File: src/rtl/clkdiv_cfg_ctrl.sv
// Round-robin ratio reconfiguration controller for the ClkDiv divider (optional CLKDIV_RATIO_CHECK_EN rejects ratios < 2).
// Latency: ack GUARD_CYCLES+SETTLE_CYCLES+2 cycles after grant for a ratio change, 1 cycle for an unchanged/rejected ratio.
// Backpressure: level requests are held off while busy and arbitrated on return to idle; ack is a one-cycle pulse.
module clkdiv_cfg_ctrl #(
    parameter int RATIO_WIDTH   = 8,
    parameter int DEFAULT_RATIO = 2,
    parameter int GUARD_CYCLES  = 4,
    parameter int SETTLE_CYCLES = 2
) (
    input  logic                   i_ref_clk,
    input  logic                   i_rst,
    input  logic                   i_en,
    input  logic                   i_req0,
    input  logic [RATIO_WIDTH-1:0] i_ratio0,
    output logic                   o_ack0,
    input  logic                   i_req1,
    input  logic [RATIO_WIDTH-1:0] i_ratio1,
    output logic                   o_ack1,
    output logic [RATIO_WIDTH-1:0] o_div_ratio,
    output logic                   o_clk_en,
    output logic                   o_busy,
    output logic                   o_err
);

    localparam int MAX_CYCLES = (GUARD_CYCLES > SETTLE_CYCLES) ? GUARD_CYCLES : SETTLE_CYCLES;
    localparam int CNT_W      = $clog2(MAX_CYCLES + 1);

    localparam logic [CNT_W-1:0] GUARD_LAST  = CNT_W'(GUARD_CYCLES - 1);
    localparam logic [CNT_W-1:0] SETTLE_LAST = CNT_W'(SETTLE_CYCLES - 1);

    typedef enum logic [2:0] {
        ST_IDLE,
        ST_DRAIN,
        ST_LOAD,
        ST_SETTLE,
        ST_ACK
    } state_t;

    state_t                 state;
    logic                   rr_ptr;
    logic                   src_q;
    logic [RATIO_WIDTH-1:0] ratio_q;
    logic [CNT_W-1:0]       cnt;

    logic                   grant_vld;
    logic                   grant_src;
    logic                   both_req;
    logic [RATIO_WIDTH-1:0] grant_ratio;
    logic                   ratio_bad;

    always_comb begin
        grant_vld = i_req0 | i_req1;
        both_req  = i_req0 & i_req1;
        grant_src = 1'b0;
        if (both_req) begin
            grant_src = rr_ptr;
        end else if (i_req1) begin
            grant_src = 1'b1;
        end
        grant_ratio = grant_src ? i_ratio1 : i_ratio0;
    end

`ifdef CLKDIV_RATIO_CHECK_EN
    // Ratios 0 and 1 would stall or bypass the divider, so they never reach it.
    assign ratio_bad = (grant_ratio < RATIO_WIDTH'(2));
`else
    assign ratio_bad = 1'b0;
    assign o_err     = 1'b0;
`endif

    always_ff @(posedge i_ref_clk or posedge i_rst) begin
        if (i_rst) begin
            state       <= ST_IDLE;
            rr_ptr      <= 1'b0;
            src_q       <= 1'b0;
            ratio_q     <= '0;
            cnt         <= '0;
            o_div_ratio <= RATIO_WIDTH'(DEFAULT_RATIO);
            o_clk_en    <= 1'b0;
            o_ack0      <= 1'b0;
            o_ack1      <= 1'b0;
            o_busy      <= 1'b0;
`ifdef CLKDIV_RATIO_CHECK_EN
            o_err       <= 1'b0;
`endif
        end else begin
            o_ack0 <= 1'b0;
            o_ack1 <= 1'b0;
`ifdef CLKDIV_RATIO_CHECK_EN
            o_err  <= 1'b0;
`endif
            case (state)
                ST_IDLE: begin
                    o_clk_en <= i_en;
                    o_busy   <= 1'b0;
                    if (grant_vld) begin
                        src_q   <= grant_src;
                        ratio_q <= grant_ratio;
                        cnt     <= '0;
                        o_busy  <= 1'b1;
                        if (both_req) begin
                            rr_ptr <= ~grant_src;
                        end
                        // Nothing to reprogram: acknowledge without gating the divider.
                        if (ratio_bad || (grant_ratio == o_div_ratio)) begin
                            state  <= ST_ACK;
                            o_ack0 <= ~grant_src;
                            o_ack1 <= grant_src;
`ifdef CLKDIV_RATIO_CHECK_EN
                            o_err  <= ratio_bad;
`endif
                        end else begin
                            state    <= ST_DRAIN;
                            o_clk_en <= 1'b0;
                        end
                    end
                end
                ST_DRAIN: begin
                    o_clk_en <= 1'b0;
                    if (cnt == GUARD_LAST) begin
                        cnt   <= '0;
                        state <= ST_LOAD;
                    end else begin
                        cnt <= cnt + 1'b1;
                    end
                end
                ST_LOAD: begin
                    o_clk_en    <= 1'b0;
                    o_div_ratio <= ratio_q;
                    state       <= ST_SETTLE;
                end
                ST_SETTLE: begin
                    o_clk_en <= 1'b0;
                    if (cnt == SETTLE_LAST) begin
                        state  <= ST_ACK;
                        o_ack0 <= ~src_q;
                        o_ack1 <= src_q;
                    end else begin
                        cnt <= cnt + 1'b1;
                    end
                end
                ST_ACK: begin
                    o_clk_en <= i_en;
                    o_busy   <= 1'b0;
                    state    <= ST_IDLE;
                end
                default: begin
                    o_busy <= 1'b0;
                    state  <= ST_IDLE;
                end
            endcase
        end
    end

endmodule

File: config.mk
export PLATFORM = sky130hd
export DESIGN_NAME = clkdiv_cfg_ctrl
export DESIGN_NICKNAME = d
export VERILOG_FILES = /design/src/rtl/clkdiv_cfg_ctrl.sv
export SDC_FILE = /design/constraint.sdc
export NUM_CORES = 1
export LEC_CHECK = 0
export ABC_AREA = 1
export CAP_MARGIN = 20
export CELL_PAD_IN_SITES_DETAIL_PLACEMENT = 0
export CELL_PAD_IN_SITES_GLOBAL_PLACEMENT = 2
export CORE_MARGIN = 4
export CORE_UTILIZATION = 28
export DETAILED_ROUTE_END_ITERATION = 10
export PLACE_DENSITY_LB_ADDON = 0.1
export RECOVER_POWER = 100
export SKIP_CTS_REPAIR_TIMING = 1
export SYNTH_ARGS = -nofsm -noshare
export SYNTH_HDL_FRONTEND = slang
export SYNTH_SLANG_ARGS = --single-unit
File: constraint.sdc
create_clock -name i_ref_clk -period 1.8 [get_ports i_ref_clk]
set_input_delay 0.18 -clock i_ref_clk [delete_from_list [all_inputs] [get_ports i_ref_clk]]
set_output_delay 0.18 -clock i_ref_clk [all_outputs]
set_load 0.02 [all_outputs]
==> metrics.txt <==
run status completed; Final Slew Violations 0; Die ar. 7120 um^2; Final GP Congestion 0.741; fmax ~600 MHz; Mean Syn Cell Area roughly 7.5 um^2; Gate power share 52.6%; initial antenna violation count 0; critical-path cell list dlygate4sd3_1; Starting Density between 20% and 30%; Die X-Extent 84.4 um; Slew @ Worst Pin 0.735 ns; Vias/cell about 4.3; largest net degree at the start of global routing 29; CP Max Fanout 3; H-tree Lvls 1; Tot Pwr 3030 uW; Worst Setup Start Kind flop; Pint 1710 uW; Synth Cell Area 1630 um^2; CP max-delay cell dlygate4sd3_1; DP HPWL roughly 3 mm; M3 GR Usage 1.77%; num ports 34; fin crit period 1.68 ns; Rel. slew slack 51.0%; ANT nets after route 0; Critical Path End Type primary output; clock share of power between 10% and 20%; clock tree from TritonCTS built; async set-reset flop share out of synthesis 100%; Post-synth EDFFs 0; Num CTS Buffers 3; Sw Ratio 43.7%; Sequential Power Share 35.5%; die height roughly 84 um; via count 1441; number of diodes 0; fill count 597; final hold viol count 0; arrival time worst endpoint 1.50 ns; Net Switching 1320 uW; synth-to-layout area growth 32.6%; most common cell after layout, fill and taps aside nand2_1; HP Class flop to flop; Sum Neg Setup Slack 0 ns; DR pass1 iterations 4; total core area 5570 um^2; Setup WS post-layout 0.125 ns; most frequent cells in the layout nand2_1 (63), inv_1 (36), dfrtp_1 (27); synth warn 0; Worst Skew 0.00334 ns; final wirelength between 3 and 4 mm; grt met2 use 19.9%; CTS Buffer Depth 2; max cap viols 0; PortBufs 32; vias in the first global route 1442; sequential-to-total area share from yosys stat 43.0%; crit share post-route 93.1%; maximum VDD drop 0.513 mV; worst path bufs/invs 1; worst slack at placement -0.0361 ns; DRC Markers 0; Main synth FF type dfrtp_1; drt wl/cell 11.6 um; number of DRC markers in iteration 0 68; Synth Net Count 244; Pwr Density ~1400 nW/um^2; CTS Root Cell clkbuf_8; M1 GR Usage 16.1%; required time of the critical path 1.62 ns; Hold Worst Slack 0.487 ns; Cell Area, Placed 2130 um^2; Final nets 292; busiest grt layer met2; fraction of layout cells with a size suffix above 1 between 10% and 20%; total gr overflow 0; Yosys reg bits 28; setup violators final 0; RSZ-0062 raised after global routing no; Clock Latency Late Sink 0.27 ns; final instance area 2170 um^2; total clock sinks 28; Synth cell types 28; first-pass GRT wire length 6.85 mm; Mapped Cells 219; P_leak 0.00108 uW; num rows 27; Crit path largest cell delay 0.67 ns; CP top delay family buffers and inverters; Total GRT Usage 12.0%; Crit Path Class flop to primary output; CTS clk-pin slew, worst paths 0.10 ns
==> metrics by stage <==
step,utilization [%],std cells
floorplan,-,219
global placement,38.2,334
detailed placement,38.2,334
CTS,39.0,338
global route,38.9,338
finish,38.9,338
==> kinds of logic after synthesis <==
family | Yosys count | synth area share, %
compound gates | 25 | 8.66
xor+xnor | 1 | 0.536
fa+ha+maj | 4 | 3.07
buf+inv | 43 | 11.2
flops | 28 | 43.0
other cells | 1 | 0.230
simple gates | 117 | 33.3
==> cells in the mapped netlist (2+ instances only) <==
cell      count  area (um^2)
nand3_1      21          105
dfrtp_1      27          676
nand2_2       5         31.3
buf_4         3         22.5
nor2_1       13         48.8
nand3b_1      9         67.6
inv_2         3         11.3
nand2_1      63          236
nor2_4        3         33.8
ha_1          4         50.1
o21ai_0      15         75.1
o21ai_1       3         15.0
inv_1        34          128
buf_2         2         10.0
==> power groups by stage <==
stage	combinational, uW	clock, uW	sequential, uW
2_1_floorplan	941	0	1180
3_3_place_gp	1700	0	1100
3_5_place_dp	1680	0	1100
4_1_cts	1690	382	1080
5_1_grt	1830	408	1120
6_report	1590	361	1080
==> tightest hold or removal path, delay by kind of cell (launching register included) <==
family	cells	cell delay [ns]
simple gates	2	0.11
flops	1	0.35
==> state kept, by name (all words and copies together), names as in the netlist <==
register and flops:
o_ack0 1, o_clk_en 1, src_q 1, o_div_ratio 8, rr_ptr 1, cnt 3
o_busy 1, o_ack1 1, state 3, ratio_q 8
==> worst paths after layout <==
kind,from,endpoint,slack (ns),depth (start not counted)
max in group asynchronous,i_rst,o_div_ratio[5]$_DFFE_PP0P_,0.80,3
setup / recovery,o_div_ratio[1]$_DFFE_PP1P_,o_div_ratio[1],0.12,1
min in group asynchronous,i_rst,o_div_ratio[4]$_DFFE_PP0P_,0.54,3
hold reg to reg,ratio_q[1]$_DFFE_PP0P_,ratio_q[1]$_DFFE_PP0P_,0.49,2
hold / removal,ratio_q[1]$_DFFE_PP0P_,ratio_q[1]$_DFFE_PP0P_,0.49,2
setup reg to reg,rr_ptr$_DFFE_PP0P_,o_ack1$_DFF_PP0_,0.24,12
==> area by class of cell <==
type	count	area (um^2)	area share, %
multi-input cells	148	748	34.5
flip-flops and latches	28	702	32.4
repair buffers	49	442	20.4
inverters	37	139	6.41
well taps	72	90.1	4.16
clock buffers	4	45.0	2.08
==> layer usage <==
metal	routed length, um	vias up
li1	-	775
met1	1940	643
met2	1820	21
met3	133	2
met4	23	0
met5	0	-
Note: power is estimated with default switching activity, not from simulation.
